### src/rtl/ser_pkg.sv
// Shared constants and types for the serial link receive path.
// Default framing values are also used by the serializer side.
package ser_pkg;

  typedef enum logic [1:0] {
    HUNT   = 2'd0,
    VERIFY = 2'd1,
    LOCKED = 2'd2
  } state_t;

  localparam int          DEF_WORD_W      = 8;
  localparam int          DEF_FRAME_WORDS = 8;
  localparam logic [7:0]  DEF_SYNC_WORD   = 8'hA7;

  // Saturating 8-bit increment for error counters.
  function automatic logic [7:0] sat_inc8(input logic [7:0] v);
    return (v == 8'hFF) ? v : v + 8'd1;
  endfunction

endpackage

### src/rtl/ser_align_fsm.sv
// Alignment state machine: hunts for the sync word, verifies it over
// LOCK_COUNT frames, and drops lock after LOSS_COUNT consecutive bad syncs.
module ser_align_fsm
  import ser_pkg::*;
#(
  parameter int LOCK_COUNT = 3,
  parameter int LOSS_COUNT = 2
) (
  input  logic   clkin,
  input  logic   reset_n,
  input  logic   sync_match,
  input  logic   at_sync_boundary,
  input  logic   hunt_match,
  output state_t state,
  output logic   locked
);

  localparam int GW = $clog2(LOCK_COUNT + 1);
  localparam int MW = $clog2(LOSS_COUNT + 1);
  localparam logic [GW-1:0] LOCK_LAST = GW'(LOCK_COUNT - 1);
  localparam logic [MW-1:0] LOSS_LAST = MW'(LOSS_COUNT - 1);

  state_t        state_r;
  logic [GW-1:0] good_cnt_r;
  logic [MW-1:0] miss_cnt_r;
  logic          locked_r;

  // State, good/miss counters and the registered lock flag.
  always_ff @(posedge clkin) begin
    if (!reset_n) begin
      state_r    <= HUNT;
      good_cnt_r <= '0;
      miss_cnt_r <= '0;
      locked_r   <= 1'b0;
    end else begin
      case (state_r)
        HUNT: begin
          if (hunt_match) begin
            good_cnt_r <= GW'(1);
            if (LOCK_COUNT == 1) begin
              state_r    <= LOCKED;
              miss_cnt_r <= '0;
              locked_r   <= 1'b1;
            end else begin
              state_r <= VERIFY;
            end
          end
        end
        VERIFY: begin
          if (at_sync_boundary) begin
            if (!sync_match) begin
              state_r <= HUNT;
            end else if (good_cnt_r == LOCK_LAST) begin
              state_r    <= LOCKED;
              miss_cnt_r <= '0;
              locked_r   <= 1'b1;
            end else begin
              good_cnt_r <= good_cnt_r + GW'(1);
            end
          end
        end
        LOCKED: begin
          if (at_sync_boundary) begin
            if (sync_match) begin
              miss_cnt_r <= '0;
            end else if (miss_cnt_r == LOSS_LAST) begin
              state_r    <= HUNT;
              miss_cnt_r <= '0;
              locked_r   <= 1'b0;
            end else begin
              miss_cnt_r <= miss_cnt_r + MW'(1);
            end
          end
        end
        default: begin
          state_r  <= HUNT;
          locked_r <= 1'b0;
        end
      endcase
    end
  end

  assign state  = state_r;
  assign locked = locked_r;

endmodule

### src/rtl/ser_deser.sv
// Serial-to-parallel receiver: shifts in one bit per clock, tracks word and
// frame position, and emits data words once the alignment FSM reports lock.
module ser_deser
  import ser_pkg::*;
#(
  parameter int                 WORD_W      = DEF_WORD_W,
  parameter logic [WORD_W-1:0]  SYNC_WORD   = WORD_W'(DEF_SYNC_WORD),
  parameter int                 FRAME_WORDS = DEF_FRAME_WORDS,
  parameter int                 LOCK_COUNT  = 3,
  parameter int                 LOSS_COUNT  = 2
) (
  input  logic              clkin,
  input  logic              reset_n,
  input  logic              sdata,
  output logic [WORD_W-1:0] word,
  output logic              word_valid,
  output logic              frame_start,
  output logic              locked,
  output logic [7:0]        sync_err_cnt
);

  localparam int BW = $clog2(WORD_W);
  localparam int IW = $clog2(FRAME_WORDS);
  localparam logic [BW-1:0] BIT_LAST = BW'(WORD_W - 1);
  localparam logic [IW-1:0] IDX_LAST = IW'(FRAME_WORDS - 1);

  // The oldest bit shifts out and is never looked at again, so only the
  // low WORD_W-1 bits of the shift register are stored.
  logic [WORD_W-2:0] sr_r;
  logic [WORD_W-1:0] sr_next_s;
  logic [BW-1:0]     bit_cnt_r;
  logic [IW-1:0]     word_idx_r;
  logic              boundary_s;
  logic              at_sync_boundary_s;
  logic              sync_match_s;
  state_t            state_s;
  logic              locked_s;
  logic [WORD_W-1:0] word_r;
  logic              word_valid_r;
  logic              frame_start_r;
  logic [7:0]        sync_err_cnt_r;

  // Next shift-register value and word/sync boundary decode.
  always_comb begin
    sr_next_s          = {sr_r, sdata};
    boundary_s         = (bit_cnt_r == BIT_LAST);
    at_sync_boundary_s = boundary_s && (word_idx_r == '0);
    sync_match_s       = (sr_next_s == SYNC_WORD);
  end

  ser_align_fsm #(
    .LOCK_COUNT (LOCK_COUNT),
    .LOSS_COUNT (LOSS_COUNT)
  ) u_fsm (
    .clkin            (clkin),
    .reset_n          (reset_n),
    .sync_match       (sync_match_s),
    .at_sync_boundary (at_sync_boundary_s),
    .hunt_match       (sync_match_s),
    .state            (state_s),
    .locked           (locked_s)
  );

  // Shift register runs in every state.
  always_ff @(posedge clkin) begin
    if (!reset_n) begin
      sr_r <= '0;
    end else begin
      sr_r <= sr_next_s[WORD_W-2:0];
    end
  end

  // Bit and word position; a hunt match puts us on bit 0 of word 1.
  always_ff @(posedge clkin) begin
    if (!reset_n) begin
      bit_cnt_r  <= '0;
      word_idx_r <= '0;
    end else if (state_s == HUNT) begin
      if (sync_match_s) begin
        bit_cnt_r  <= '0;
        word_idx_r <= IW'(1);
      end
    end else if (boundary_s) begin
      bit_cnt_r  <= '0;
      word_idx_r <= (word_idx_r == IDX_LAST) ? '0 : word_idx_r + IW'(1);
    end else begin
      bit_cnt_r <= bit_cnt_r + BW'(1);
    end
  end

  // Data word output; only data boundaries in LOCKED produce a strobe.
  always_ff @(posedge clkin) begin
    if (!reset_n) begin
      word_r        <= '0;
      word_valid_r  <= 1'b0;
      frame_start_r <= 1'b0;
    end else if ((state_s == LOCKED) && boundary_s && (word_idx_r != '0)) begin
      word_r        <= sr_next_s;
      word_valid_r  <= 1'b1;
      frame_start_r <= (word_idx_r == IW'(1));
    end else begin
      word_valid_r  <= 1'b0;
      frame_start_r <= 1'b0;
    end
  end

  // Sync mismatch counter, saturating, cleared only by reset.
  always_ff @(posedge clkin) begin
    if (!reset_n) begin
      sync_err_cnt_r <= 8'd0;
    end else if (((state_s == VERIFY) || (state_s == LOCKED)) &&
                 at_sync_boundary_s && !sync_match_s) begin
      sync_err_cnt_r <= sat_inc8(sync_err_cnt_r);
    end
  end

  assign word         = word_r;
  assign word_valid   = word_valid_r;
  assign frame_start  = frame_start_r;
  assign locked       = locked_s;
  assign sync_err_cnt = sync_err_cnt_r;

endmodule
### config.mk
export PLATFORM = sky130hd
export DESIGN_NAME = ser_deser
export DESIGN_NICKNAME = d
export VERILOG_FILES = /design/src/rtl/ser_pkg.sv /design/src/rtl/ser_align_fsm.sv /design/src/rtl/ser_deser.sv
export SDC_FILE = /design/constraint.sdc
export NUM_CORES = 1
export LEC_CHECK = 0
export CORE_UTILIZATION = 54
export CTS_CLUSTER_DIAMETER = 40
export CTS_CLUSTER_SIZE = 14
export DETAILED_ROUTE_END_ITERATION = 8
export HOLD_SLACK_MARGIN = 0.06
export PLACE_DENSITY = 0.77
export SETUP_SLACK_MARGIN = 0.3
export SYNTH_ARGS = -nofsm -noshare
export SYNTH_HDL_FRONTEND = slang
export SYNTH_SLANG_ARGS = --single-unit
### constraint.sdc
create_clock -name clkin -period 2.48 [get_ports clkin]
set_input_delay 0.496 -clock clkin [delete_from_list [all_inputs] [get_ports clkin]]
set_output_delay 0.496 -clock clkin [all_outputs]
set_load 0.02 [all_outputs]
# Yosys cells after proc, flatten, opt, wreduce, memory -nomap -nowiden
# Cells that the tools add are included.
classes:
  addsub: 5
  eq_ne: 18
  muxes: 34
  bitwise: 2
  reduce_logical: 20
ops:
  columns: ["operator", "n"]
  rows:
  - ["$mux W2", 16]
  - ["$mux W3", 7]
  - ["$eq A8 B8 Y1 const B", 2]
  - ["$reduce_and A5 Y1", 2]
  - ["$add A8 B1 Y8 const B", 1]
  - ["$ne A2 B1 Y1 const B", 4]
  - ["$ne A2 B2 Y1 const B", 4]
  - ["$pmux W2 S2", 2]
  - ["$mux W1", 7]
  - ["$reduce_and A7 Y1", 1]
  - ["$add A3 B1 Y3 const B", 2]
  - ["$eq A3 B3 Y1 const B", 2]
  - ["$pmux W2 S3", 1]
  - ["$reduce_and A2 Y1", 3]
  - ["$reduce_and A6 Y1", 1]
  - ["$reduce_bool A2 Y1", 3]
  - ["$logic_and A1 B1 Y1", 5]
  - ["$add A2 B1 Y2 const B", 2]
  - ["$eq A2 B1 Y1 const B", 2]
  - ["$eq A2 B2 Y1 const B", 2]
  - ["$eq A3 B1 Y1 const B", 1]
  - ["$logic_not A3 Y1", 1]
  - ["$ne A3 B3 Y1 const B", 1]
  - ["$pmux W1 S3", 1]
  - ["5 further kinds", 6]
totals:
  register_bits: 38
  in_bits: 3
  out_inout_bits: 19
  elab_cells: 90

# Depth between registers and ports, before layout
# Gate-level depths: netlist (run 1).
depth:
  ltp_word: 5
  mapped_depth: 7
  mapped_depth_nobuf: 7

# Hierarchy
# From an unflattened synthesis (run 1), not the netlist that was laid out.
unflattened:
  cells_unflattened: 186
  area_unflattened_um2: 1773.0
by_module_without_submodules:
  columns: ["mod", "n_inst", "cells_each", "area_each_um2", "seq_area_each_um2"]
  rows:
  - ["ser_deser", 1, 143, 1390.1, 620.6]
  - ["ser_align_fsm", 1, 43, 382.9, 140.1]

# Worst setup path after synthesis (run 1)
# Ideal clock, no wire load.
synth_path:
  path_kind: "register to register"
  from: "register bit_cnt_r[0]"
  to: "register sync_err_cnt_r[7], in the netlist sync_err_cnt[7]"
  setup_ns: 0.071
  t_arrival_ns: 1.810
  required_ns: 2.409
  slack_ns: 0.600
  stages_incl_launch_ff: 8
  n_path_buf: 0
  period_less_slack_ns: 1.880
  path_cell_list: "dfxtp_1 -> ha_1 -> ha_1 -> nand3b_4 -> a211oi_4 -> o21ai_2 -> or4_1 -> a21oi_1"
synth_via:
  elab_chain_len: 5
synth_lines:
  columns: ["item", "line_no", "rtl"]
  rows:
  - ["start, declared", "ser_deser.sv:31", "logic [BW-1:0] bit_cnt_r;"]
  - ["start signal, assigned", "ser_deser.sv:87", "bit_cnt_r <= bit_cnt_r + BW'(1);"]
  - ["$eq A3 B3 Y1", "ser_deser.sv:46", "boundary_s = (bit_cnt_r == BIT_LAST);"]
  - ["$logic_and A1 B1 Y1", "ser_deser.sv:47", "at_sync_boundary_s = boundary_s && (word_idx_r == '0);"]
  - ["$logic_and A1 B1 Y1", "ser_deser.sv:111", "end else if (((state_s == VERIFY) || (state_s == LOCKED)) &&"]
  - ["$logic_and A1 B1 Y1", "ser_deser.sv:112", "at_sync_boundary_s && !sync_match_s) begin"]
  - ["$reduce_and A2 Y1 (no line)", null, null]
  - ["end signal, assigned", "ser_deser.sv:113", "sync_err_cnt_r <= sat_inc8(sync_err_cnt_r);"]
  - ["end, declared", "ser_deser.sv:41", "logic [7:0] sync_err_cnt_r;"]
# Every way passes these cells.
# A chain may end at the register's enable or synchronous reset.

# Worst setup path in the final report (run 1)
# Same ends and word-level chain as after synthesis.

==> out/qor.yml, run 1 <==
clock_network:
  clk_pin_slew_ns: 0.11
  h-tree-depth: 2
  clk_latency_ns: 0.34
  cts_sinks: 38
  root_buffer: "clkbuf_4"
  post_cts_buffers: 0
  cts_tree: "built"
  clk_path_buf_depth: 2
  cts_buffers: 5
global_routing:
  grt_overflow_total: 0
  grt.total_usage: 0.222
  grt_pass1_wl_mm: 5.64
  grt_pass1_vias: 1282
  grt_max_degree: 15
  antenna_found_initial: 0
worst_hold_path:
  hp-class: "flop to flop"
  hold_depth: 2
  hold_end: "bit_cnt_r[1]"
  hold_start: "bit_cnt_r[1]"
sta:
  fin_crit_sh: 0.809
  skew_ns: 0.00574
  final.min_clock_period_ns: 2.01
  fmax_ghz: 0.498
  fin_hold_ws_ns: 0.483
  worst_pin_slew_ns: 0.661
  final_hold_viol_count: 0
  final.setup.tns_ns: 0
  slew_viol_final: 0
  finalSetupViolations: 0
  rsz0062_at_grt: "false"
  slew-limit-headroom: 0.559
worst_setup_path:
  rr_worst_depth: 7
  cp_cell_sequence: "ha_1, ha_2, nand3b_4, a211oi_4, o21ai_4, or4_1, a21oi_1"
  cp.required_ns: 2.76
  cp-start-kind: "flop"
  critPathMaxStageDelay_ns: 0.48
  r2r_start: "bit_cnt_r[0]"
  rrSetupSlack_ns: 0.47
  worstSetupPathType: "flop to flop"
  reg2reg_to: "sync_err_cnt[7]"
  cp_max_fo: 8
  cp.arrival_ns: 2.29
  worst_path_max_delay_cell: "or4_1"
  end_kind: "flop"
  critPathLaunch: "bit_cnt_r[0]"
synth:
  yosysWarnings: 0
  yosys_most_used_dff: "dfxtp_1"
  yosysSeqAreaShare: 0.435
  synthArstFlopShare: 0
  synth_edf_count: 0
  syn-instance-count: 182
  netlist_area_um2: 1750
  synth-seq-cells: 38
  netlist-cell-type-count: 46
  syn-num-nets: 197
  synth.avg_cell_area_um2: 9.60
cells_and_area:
  diodes: 0
  area_growth_pct: 19.8
  drive_above_1_share: 0.100
  fin_nets: 224
placement:
  hpwl_mm: 2.48
  place_congestion: 0.778
  placement.io_buffers: 21
route:
  drc_errors: 0
  drt_iter0_markers: 51
  wire_per_inst_um: 13.3
  routed_wl_mm: 3.37
  first_pass_iters: 4
  vias_per_cell: 5.31
  ant_nets: 0
  vias: 1349
job:
  max-cap-violations: 0
floorplanning:
  core_area_um2: 3050
  die_x_um: 58.9
  die_area_um2: 3470
  start_util: 0.573
  die_y_um: 58.9
  row_count: 20
  io_pins: 22
power:
  p_per_area_nw_per_um2: 466
  leakage_nw: 0.750
  ir_drop_mv: 0.361
status:
  status: "finished, final reports clean"
-- cells in the final DEF (no fill, tap or decap), drive strengths merged, types with 2 or more instances in the layout --
cell	Yosys	layout
nand2	13	13
clkdlybuf4s50	0	21
buf	1	3
and3	2	2
nand2b	3	3
nor2b	2	2
a21oi	14	14
mux2i	13	13
clkbuf	3	6
inv	9	9
nor2	21	21
a22oi	2	2
or3	3	3
a211oi	2	2
dfxtp	38	38
and2	9	9
o21ai	8	8
nand3	2	2
clkinv	1	2
xor2	3	3
ha	12	12
-- cell families after synthesis --
| family | share of synthesized area |
|---|---|
| AO/OA/AOI/OAI | 0.138 |
| flip-flops | 0.435 |
| buffers and inverters | 0.0301 |
| XOR/XNOR | 0.0150 |
| adder cells (fa/ha/maj) | 0.0859 |
| multiplexers | 0.0744 |
| AND/OR/NAND/NOR | 0.221 |
-- area by class of cell --
type,count,area [µm²]
fillers,264,958
repair buffers,24,233
flip-flops and latches,38,761
clock buffers,6,51.3
well taps,44,55.1
clock inverters,2,12.5
multi-input cells,130,945
inverters,10,37.5
-- metrics by stage --
| step | instance area (µm²) | utilization | cells | worst slack [ns] | power, W |
|---|---|---|---|---|---|
| final | 2090 | 0.686 | 254 | 0.473 | 0.000976 |
| after detailed placement | 2020 | 0.662 | 246 | 0.147 | 0.000650 |
| after CTS | 2080 | 0.683 | 254 | 0.363 | 0.000984 |
| after global placement | 2020 | 0.662 | 246 | 0.196 | 0.000649 |
| after floorplan | 1750 | - | 182 | 0.600 | 0.000638 |
| after global routing | 2090 | 0.686 | 254 | 0.341 | 0.00101 |
-- how the worst max path moves through the flow --
stage / end / cells after the start
floorplan: sync_err_cnt[7] / 7
global placement: sync_err_cnt[7] / 6
detailed placement: sync_err_cnt[7] / 6
CTS: sync_err_cnt[7] / 7
global route: sync_err_cnt[7] / 7
finish: sync_err_cnt[7] / 7
-- synth_stat cells (2+ instances only) --
library cell   n  area share
nand3_1        2      0.0057
a21oi_1       13       0.037
mux2i_1       13       0.074
nor2_1        21       0.045
and2_1         9       0.032
or3_1          3       0.011
ha_1          12       0.086
and3_1         2      0.0072
clkbuf_1       3      0.0064
a22oi_1        2      0.0086
dfxtp_1       38        0.44
inv_1          9       0.019
nor2b_1        2      0.0072
xor2_1         3       0.015
nand2b_1       3       0.011
o21ai_0        6       0.017
nand2_1       12       0.026
-- worst max-delay path, delay by kind of cell (launching register included) --
family / cells / cell delay, ns
compound gates: 3 / 0.55
fa+ha+maj: 2 / 0.40
simple gates: 2 / 0.61
flops: 1 / 0.38
-- metal layers --
metal  GRT usage  wire, µm  part of all wire  vias to the layer above
met5           0         0                 0                        -
met4      0.0952        59             0.017                        0
met3      0.0593        85             0.025                        5
met2       0.380      1680              0.50                       18
met1       0.261      1550              0.46                      635
li1            -         -                 -                      691
-- timing repair --
item / in CTS / in global routing
gates resized for setup: 0 / 2
endpoints found under the setup margin: 0 / 1
hold buffers: 0 / 0
-- registers in the layout, indices dropped and copies added, names as in the netlist, 2 cells and up --
name              count
sync_err_cnt          8
u_fsm.miss_cnt_r      2
sr_r                  7
word_idx_r            3
bit_cnt_r             3
word                  8
u_fsm.good_cnt_r      2
u_fsm.state           2
-- report_power, final --
part           switching (W)  internal, W   total, W  leakage [nW]
sequential        0.00000262     0.000613   0.000615         0.306
combinational      0.0000125   0.00000849  0.0000210         0.409
clock               0.000204     0.000136   0.000340        0.0343
No activity file was read; power rests on OpenSTA's default activity.
==> inputs of run 2 (changes only) <==
Clock period 2.48 ns to 1.85 ns, I/O delays scaled along.
==> run 2 against run 1 <==
Final cell count increased by 8.3%. Setup slack got worse by 0.34 ns. Critical path depth unchanged. Non-clock buffer count increased by 21. Highest routed layer unchanged.
==> out/qor.yml, run 2 (synthesis gave the netlist of run 1 again) <==
route:
  vias: 1447  # +7.3%
  vias_per_cell: 5.26  # -0.93%
  drc_errors: 0  # unchanged
  drt_iter0_markers: 47  # -7.8%
  first_pass_iters: 4  # unchanged
  wire_per_inst_um: 14.0  # +5.1%
  routed_wl_mm: 3.84  # +14%
  ant_nets: 0  # unchanged
clock_network:
  h-tree-depth: 2  # unchanged
  clk_latency_ns: 0.36  # +0.02 ns
  cts_sinks: 38  # unchanged
  clk_pin_slew_ns: 0.12  # about the same
  clk_path_buf_depth: 2  # unchanged
  cts_tree: "built"
  root_buffer: "clkbuf_4"
  postCtsHoldBufs: 0  # unchanged
  cts_buffers: 5  # unchanged
floorplanning:
  die_y_um: 58.9  # unchanged
  core_area_um2: 3050  # unchanged
  die_area_um2: 3470  # unchanged
  io_pins: 22  # unchanged
  die_x_um: 58.9  # unchanged
  start_util: 0.573  # unchanged
  row_count: 20  # unchanged
global_routing:
  grt_max_degree: 27  # +12
  grt_pass1_wl_mm: 6.23  # +10%
  grt.total_usage: 0.240  # +0.0184
  grt_pass1_vias: 1466  # +14%
  grt_overflow_total: 0  # unchanged
  antenna_found_initial: 0  # unchanged
worst_setup_path:
  worstSetupPathType: "flop to flop"
  rr_worst_depth: 7  # unchanged
  reg2reg_to: "sync_err_cnt[7]"
  r2r_start: "u_fsm.state[1]"
  cp-start-kind: "flop"
  rrSetupSlack_ns: 0.13  # -0.34 ns
  end_kind: "flop"
  cp.arrival_ns: 2.01  # -0.28 ns
  cp.required_ns: 2.15  # -0.61 ns
  cp_max_fo: 6  # -2
cells_and_area:
  n_fill_cell: 208  # -21%
  mostFrequentLayoutCell: "dfxtp_1"
  fin_nets: 245  # +9.4%
  drive_above_1_share: 0.294  # +0.194
  utilization: 0.780  # +0.0939
  diodes: 0  # unchanged
  area_growth_pct: 36.2
  final_cell_mix: "30 x dfxtp_1, 21 x nor2_1, 20 x buf_4"
power:
  total_power_w: 0.00133  # +36%
  ir_drop_mv: 0.563  # +56%
  p_per_area_nw_per_um2: 558  # +20%
  leakage_nw: 0.962  # +28%
placement:
  placement.io_buffers: 21  # unchanged
  dpl_worst_slack_ns: -0.185  # -0.332 ns
  hpwl_mm: 2.46  # -0.44%
  place_congestion: 0.806  # +3.5%
worst_hold_path:
  hp-class: "primary input to flop"
  hold_end: "sr_r[0]"
  hold_depth: 3  # +1
  hold_start: "sdata"
job:
  max-cap-violations: 0  # unchanged
sta:
  fmax_ghz: 0.583  # +17%
  skew_ns: 0.0125  # +0.00672 ns
  worst_pin_slew_ns: 0.297  # -0.364 ns
  final.min_clock_period_ns: 1.72  # -0.292 ns
  final.setup.tns_ns: 0  # unchanged
  slew-limit-headroom: 0.802  # +0.243
  rsz0062_at_grt: "true"
  finalSetupViolations: 0  # unchanged
  fin_crit_sh: 0.927  # +0.118
  final_hold_viol_count: 0  # unchanged
  fin_hold_ws_ns: 0.471  # -0.0124 ns
  worst_slack_ns: 0.134  # -0.338 ns
  slew_viol_final: 0  # unchanged
status:
  status: "finished, final reports clean"
[run 2: worst max path at each step]
stage / start / to / slack [ns] / depth (start not counted)
floorplan: bit_cnt_r[1] / sync_err_cnt[7] / 0.22 / 7
global placement: sdata / sync_err_cnt[7] / -0.15 / 6
detailed placement: sdata / sync_err_cnt[7] / -0.19 / 6
CTS: bit_cnt_r[0] / u_fsm.good_cnt_r[1] / 0.12 / 7
global route: word_idx_r[1] / sync_err_cnt[7] / 0.04 / 7
finish: u_fsm.state[1] / sync_err_cnt[7] / 0.13 / 7
[run 2: routing by layer]
| layer | part of all wire | GRT usage | up-vias |
|---|---|---|---|
| li1 | - | - | 731 |
| met1 | 0.44 | 0.275 | 685 |
| met2 | 0.51 | 0.414 | 23 |
| met3 | 0.035 | 0.0747 | 8 |
| met4 | 0.015 | 0.0986 | 0 |
| met5 | 0 | 0 | - |
[run 2: layout make-up]
type / instances / area, µm² / area share
Multi-Input combinational cell: 130 / 1060 / 0.446
Sequential cell: 38 / 776 / 0.326
Timing Repair Buffer: 45 / 385 / 0.162
Tap cell: 44 / 55.1 / 0.0231
Clock buffer: 6 / 51.3 / 0.0215
Inverter: 10 / 40.0 / 0.0168
Clock inverter: 2 / 12.5 / 0.00525
[run 2: stage by stage]
stage          instances  area [µm²]
2_1_floorplan        182        1790
3_3_place_gp         253        2120
3_5_place_dp         253        2120
4_1_cts              268        2270
5_1_grt              275        2380
6_report             275        2380
[run 2: report_power, final]
group | switching, W | internal (W) | total (W)
logic | 0.0000175 | 0.0000119 | 0.0000293
registers | 0.00000317 | 0.000819 | 0.000822
clock network | 0.000295 | 0.000183 | 0.000477
[run 2: repair_timing]
item | 4_1_cts | 5_1_grt
resized for setup | 37 | 21
setup buffers | 7 | 6
endpoints found under the setup margin | 40 | 32
pin swaps | 10 | 11
cloned | 0 | 1
[run 2: worst max-delay path, cell delays in order (launching register included)]
cell,delay (ns)
dfxtp_2,0.36
inv_2,0.06
ha_4,0.27
inv_2,0.04
a211oi_4,0.25
o21ai_2,0.14
or4_1,0.41
a21oi_1,0.13
